--- src/rtl/commit_trace_pkg.sv ---
// Shared types and the record comparison rule for the commit trace checker.
package commit_trace_pkg;

    // Width of the pc/data/address fields carried in a record; the checker's
    // XLEN parameter must match this value.
    localparam int REC_XLEN = 32;

    typedef struct packed {
        logic [REC_XLEN-1:0] pc;
        logic                regWrite;
        logic [4:0]          rd;
        logic [REC_XLEN-1:0] wdata;
        logic                memRead;
        logic                memWrite;
        logic [REC_XLEN-1:0] addr;
        logic [REC_XLEN-1:0] mdata;
    } commit_rec_t;

    typedef enum logic [2:0] {
        FIELD_NONE  = 3'd0,
        FIELD_FLAGS = 3'd1,
        FIELD_PC    = 3'd2,
        FIELD_RD    = 3'd3,
        FIELD_WDATA = 3'd4,
        FIELD_ADDR  = 3'd5,
        FIELD_MDATA = 3'd6
    } mismatch_field_e;

    typedef enum logic {
        RUN  = 1'b0,
        FAIL = 1'b1
    } chk_state_e;

    // Returns the lowest-numbered failing field. Data fields are only
    // meaningful when the matching flag is set; once the flags agree the
    // expected record's flags decide which data fields are checked.
    function automatic mismatch_field_e rec_compare(input commit_rec_t actRec,
                                                    input commit_rec_t expRec);
        mismatch_field_e code;
        code = FIELD_NONE;
        if ({actRec.regWrite, actRec.memRead, actRec.memWrite} !=
            {expRec.regWrite, expRec.memRead, expRec.memWrite}) begin
            code = FIELD_FLAGS;
        end else if (actRec.pc != expRec.pc) begin
            code = FIELD_PC;
        end else if (expRec.regWrite && (actRec.rd != expRec.rd)) begin
            code = FIELD_RD;
        end else if (expRec.regWrite && (actRec.wdata != expRec.wdata)) begin
            code = FIELD_WDATA;
        end else if ((expRec.memRead || expRec.memWrite) && (actRec.addr != expRec.addr)) begin
            code = FIELD_ADDR;
        end else if (expRec.memWrite && (actRec.mdata != expRec.mdata)) begin
            code = FIELD_MDATA;
        end
        return code;
    endfunction

endpackage

--- src/rtl/commit_trace_checker_fifo.sv ---
// Synchronous FIFO of commit records. Pointers carry one extra wrap bit so
// full and empty can be told apart. The caller must not push while full
// unless it pops in the same cycle; the pushed record then takes the freed slot.
module commit_fifo
    import commit_trace_pkg::*;
#(
    parameter int DEPTH = 8
) (
    input  logic                         clk,
    input  logic                         rst,
    input  logic                         push,
    input  commit_rec_t                  pushData,
    input  logic                         pop,
    output commit_rec_t                  head,
    output logic                         full,
    output logic                         empty,
    output logic [$clog2(DEPTH+1)-1:0]   level
);

    localparam int PTRW = $clog2(DEPTH);
    localparam int LVLW = $clog2(DEPTH + 1);

    commit_rec_t      mem [DEPTH];
    logic [PTRW:0]    wrPtr;
    logic [PTRW:0]    rdPtr;

    assign empty = (wrPtr == rdPtr);
    assign full  = (wrPtr[PTRW] != rdPtr[PTRW]) && (wrPtr[PTRW-1:0] == rdPtr[PTRW-1:0]);
    assign head  = mem[rdPtr[PTRW-1:0]];

    // Record storage; contents need no reset since the pointers gate validity.
    always_ff @(posedge clk) begin
        if (push) begin
            mem[wrPtr[PTRW-1:0]] <= pushData;
        end
    end

    // Pointer and occupancy bookkeeping; a simultaneous push and pop keeps the level.
    always_ff @(posedge clk) begin
        if (rst) begin
            wrPtr <= '0;
            rdPtr <= '0;
            level <= '0;
        end else begin
            if (push) begin
                wrPtr <= wrPtr + (PTRW+1)'(1);
            end
            if (pop) begin
                rdPtr <= rdPtr + (PTRW+1)'(1);
            end
            case ({push, pop})
                2'b10:   level <= level + LVLW'(1);
                2'b01:   level <= level - LVLW'(1);
                default: level <= level;
            endcase
        end
    end

endmodule

--- config.mk ---
export PLATFORM = sky130hd
export DESIGN_NAME = commit_fifo
export DESIGN_NICKNAME = d
export VERILOG_FILES = /design/src/rtl/commit_trace_pkg.sv /design/src/rtl/commit_trace_checker_fifo.sv
export SDC_FILE = /design/constraint.sdc
export NUM_CORES = 1
export LEC_CHECK = 0
export ABC_CLOCK_PERIOD_IN_PS = 27700
export CAP_MARGIN = 0
export CORE_UTILIZATION = 36
export CTS_BUF_LIST = sky130_fd_sc_hd__clkbuf_2 sky130_fd_sc_hd__clkbuf_4 sky130_fd_sc_hd__clkbuf_8
export CTS_CLUSTER_DIAMETER = 120
export DETAILED_ROUTE_END_ITERATION = 6
export GPL_ROUTABILITY_DRIVEN = 0
export GPL_TIMING_DRIVEN = 0
export HOLD_SLACK_MARGIN = 0.08
export PLACE_DENSITY = 0.52
export SETUP_SLACK_MARGIN = 0.02
export SLEW_MARGIN = 10
export SYNTH_ARGS = -nofsm -noshare
export SYNTH_HDL_FRONTEND = slang
export SYNTH_SLANG_ARGS = --single-unit
--- constraint.sdc ---
create_clock -name clk -period 27.7 [get_ports clk]
set_input_delay 5.54 -clock clk [delete_from_list [all_inputs] [get_ports clk]]
set_output_delay 5.54 -clock clk [all_outputs]
set_load 0.1 [all_outputs]
======== Word level (Yosys, flattened, before mapping) ========
Memories as Yosys holds them, arrays and structs flattened. A register that Yosys moved wholly into a read port is not among the register bits.
Cells that the tools add are included.
cells by class
  add/sub/neg operators ................... 4
  $mul .................................... 0
  div/mod/pow operators ................... 0
  magnitude comparators ................... 0
  eq/ne operators ......................... 5
  shifts and indexed selects .............. 0
  muxes and demuxes ....................... 5
  bitwise logic cells ..................... 0
  reductions and logical operators ........ 2
operators by type and width
  kind                                                                   count
  4-bit by 1-bit adder with 4-bit output, second input constant          3
  4-bit one-hot mux with 2 select lines                                  1
  3-bit two-way mux                                                      2
  4-bit equality test                                                    1
  4-bit by 1-bit subtractor with 4-bit output, second input constant     1
  3-bit equality test                                                    1
  2-bit by 1-bit equality test with 1-bit output, second input constant  1
  2-bit equality test, second input constant                             1
  1-bit two-way mux                                                      2
  2-bit nonzero test                                                     1
  1-bit logical AND                                                      1
  1-bit inequality test                                                  1
word-level totals
  bits in registers ....................... 12
  bits in latches ......................... 0
  RAM bits ................................ 1,088
  bits in read-only memories .............. 0
  bits of input ports ..................... 140
  logic and storage cells ................. 20
  memories kept ........................... 1
memory list
  name  depth  width  read ports  clocked after memory_dff  write ports  line                             text
  mem   8      136    1           1                         1            commit_trace_checker_fifo.sv:23  commit_rec_t mem [DEPTH];

======== Logic depth before layout (Yosys ltp) ========
  depth in word-level cells ............... 3
  gate-level depth with buffers ........... 8
  depth with buffers taken out ............ 8

======== Least setup slack after synthesis ========
No wires, ideal clock.
  path type ............................... input to register
  from .................................... input push
  to ...................................... memory mem[0][0] (netlist name) (enable)
  arrival time ............................ 14.827 ns
  setup slack ............................. 12.075 ns
  stages on the path ...................... 2
  path buffers ............................ 0
  cells stage by stage .................... nand2b_1 > nor3_1
between the ends
  word-level cells in the longest chain between the ends .. 2
ends and longest elaborated chain
  item                                     line                             text
  from (decl)                              commit_trace_checker_fifo.sv:11  input logic push,
  1-bit two-way mux                        commit_trace_checker_fifo.sv:33  if (push) begin
  1-bit two-way mux (implied by the code)  commit_trace_checker_fifo.sv:34  mem[wrPtr[PTRW-1:0]] <= pushData;
  to (decl)                                commit_trace_checker_fifo.sv:23
No other way between the ends.

==> results.py <==
metrics = {
    "floorplanning": {
        "start_util_pct": 36.3,
        "die_h_um": 341,
        "boundaryPins": 282,
        "dieArea_um2": 117000,
        "core_um2": 114000,
        "die_w_um": 341,
        "rows": 124,
    },
    "critical_path": {
        "worst-path-max-fanout": 10,
        "crit_arrival_ps": 4480,
        "worstSetupPathType": "flop to primary output",
        "ff2ff_path_depth": 8,
        "crit_path_end_kind": "primary output",
        "reg2reg_slack_ps": 24710,
        "start_kind": "flop",
        "crit_required_ps": 22160,
        "timing.rr.start": "wrPtr[0]$_SDFFE_PP0P_",
        "rr_endpoint": "mem[1][89]$_DFFE_PP_",
    },
    "sta": {
        "setup_viol": 0,
        "finalClockSkew_ps": 26.5,
        "finalMaxSlewViolations": 0,
        "clock.fmax_mhz": 99.8,
        "layout_min_cycle_time_ps": 10020,
        "fin_crit_sh_pct": 36.2,
        "tightest_slew_ps": 1270,
        "hold_viol": 0,
        "relSlewSlack_pct": 15.1,
        "grt_setup_unrepaired": "false",
        "holdWs_ps": 529,
    },
    "clock_tree": {
        "numCtsBuffers": 183,
        "clock_sinks": 1103,
        "cts_root_buf": "clkbuf_8",
        "hold_buffers": 0,
        "postCtsSetupRepairBufs": 0,
        "clk_path_buf_depth": 3,
        "cts_tree": "yes",
        "h-tree-depth": 4,
        "insertion_delay_ps": 830,
        "clk_pin_slew_ps": 70,
        "cts_resized": 0,
    },
    "synth": {
        "synth_edf_count": 1088,
        "syn-cell-area_um2": 41500,
        "ys_ff_latch": 1103,
        "synth_top_area_cell": "edfxtp_1",
        "yosysTopAreaCellShare_pct": 78.8,
        "syn-num-nets": 1800,
        "ys_top_cells_by_area": "edfxtp_1, mux4_2, mux2_2, dfxtp_1, buf_2",
        "yosysMostFrequentCell": "edfxtp_1",
        "ys_seq_area_share_pct": 79.5,
        "ys_top_cells_by_count": "edfxtp_1, mux4_2, mux2_2",
        "synth_area_per_cell_um2": 25.1,
        "synth_flop_cell": "edfxtp_1",
        "synthCells": 1655,
        "yosys_warnings": 0,
        "synth_cell_types": 25,
        "async_flop_share_pct": 0,
    },
    "grt": {
        "grt-ovfl-total": 0,
        "antenna_found_initial": 19,
        "grt_pass1_vias": 21000,
        "grtUsageTotal_pct": 16.5,
        "grt_max_degree": 22,
        "grt_pass1_wl_um": 139000,
    },
    "cells_and_area": {
        "layout-drive-gt1-share_pct": 35.3,
        "n_fill_cell": 9733,
        "fin_util_pct": 44.8,
        "area_delta_synth_final_pct": 23.4,
        "fin_cells": 3869,
        "nNetsFinal": 2355,
    },
    "route": {
        "routed.top_layer": "met5",
        "first_iter_violations": 1027,
        "vias": 19100,
        "wl_met3_um": 5920,
        "viasPerCell": 4.94,
        "wl_met2_um": 46300,
        "antenna_left": 0,
        "routed_wl_um": 95400,
        "route.detailed.drc": 0,
        "drt-pass1-iter-count": 5,
        "drt-wirelength-per-cell_um": 24.6,
        "drt-met1-wl_um": 41100,
    },
    "power": {
        "powerDensity_nw_per_um2": 74.9,
        "leakagePower_nw": 16.0,
        "p_total_mw": 3.83,
        "peakVddDrop_mv": 0.0486,
    },
    "placement": {
        "place_inst": 3537,
        "portBuffers": 281,
        "dp_hpwl_um": 61400,
    },
    "worst_hold_path": {
        "hold_end": "wrPtr[0]$_SDFFE_PP0P_",
        "hp-start": "wrPtr[0]$_SDFFE_PP0P_",
        "min_path_type": "flop to flop",
        "holdPathStages": 2,
    },
    "run_status": {
        "status": "complete, no violations",
    },
    "job": {
        "cap_violations": 0,
    },
}
## worst max-delay path by stage
| stage | cells past startpoint | end |
|---|---|---|
| 2_1_floorplan | 2 | mem[0][0]$_DFFE_PP_ |
| 3_3_place_gp | 3 | mem[1][93]$_DFFE_PP_ |
| 3_5_place_dp | 5 | head[100] |
| 4_1_cts | 5 | head[100] |
| 5_1_grt | 5 | head[100] |
| 6_report | 5 | head[128] |
## state kept, by name (all words and copies together), names as in the netlist, named ones only
register	count
mem	1088
level	4
rdPtr	4
wrPtr	4
## cells in the final DEF (no fill, tap or decap), types with 2 or more instances in the layout
master / instances
buf_4: 23
diode_2: 6
edfxtp_1: 1088
a21oi_1: 3
o21ai_0: 3
clkinvlp_4: 2
clkbuf_4: 61
nand2_1: 6
clkbuf_8: 186
clkinv_8: 2
dfxtp_1: 15
mux2_2: 137
buf_2: 32
xor2_1: 6
buf_6: 29
mux2i_1: 3
buf_16: 10
clkinv_2: 19
nor2b_1: 3
mux4_2: 272
clkbuf_1: 36
nor3_2: 2
clkinv_1: 45
nor2_4: 6
nor2_1: 12
ha_1: 5
clkdlybuf4s50_1: 281
bufinv_16: 4
nand2b_1: 3
buf_12: 35
inv_6: 3
buf_8: 2
inv_8: 3
xnor2_1: 6
## per-layer routing
metal	up-vias	track usage, %
li1	8279	-
met1	10200	21.6
met2	490	26.5
met3	165	4.90
met4	28	5.36
met5	-	0
## area by class of cell
class	count	area, um^2	share of cell area, %
well taps	1512	1890	3.70
diodes	6	15.0	0.0294
multi-input cells	473	8130	15.9
plain buffers	78	408	0.797
clock inverters	79	508	0.993
clock buffers	247	3020	5.90
repair buffers	370	4210	8.22
inverters	1	3.75	0.00734
flip-flops and latches	1103	33000	64.5
## per-stage QoR
stage / instance area [um^2] / TNS (ps) / worst slack, ps
global route: 51100 / 0 / 17490
global placement: 46200 / -117590 / -472
floorplan: 41500 / 0 / 12080
detailed placement: 47600 / 0 / 18400
finish: 51200 / 0 / 17680
CTS: 51100 / 0 / 17430
## cells by family (layout without fill, tap and decap cells)
| logic type | after synthesis | count (layout) | share of synthesized area, % |
|---|---|---|---|
| flops | 1103 | 1103 | 79.5 |
| buf+inv | 79 | 775 | 0.993 |
| simple gates | 37 | 37 | 0.419 |
| compound gates | 7 | 7 | 0.0905 |
| mux | 412 | 412 | 18.6 |
| xor+xnor | 12 | 12 | 0.253 |
| fa+ha+maj | 5 | 5 | 0.151 |
| other cells | 0 | 6 | 0 |
## worst max-delay path, cell delays in order (launching register included)
cell and delay (ps):
dfxtp_1 320, clkbuf_1 930, clkbuf_1 710, mux4_2 420, mux2_2 290, clkdlybuf4s50_1 970
## report_power, final
part	internal (mW)	switching, mW	leakage, nW
clock	0.745	0.631	1.87
sequential	1.87	0.00806	10.0
combinational	0.187	0.390	4.16
Note: power is estimated with default switching activity, not from simulation.
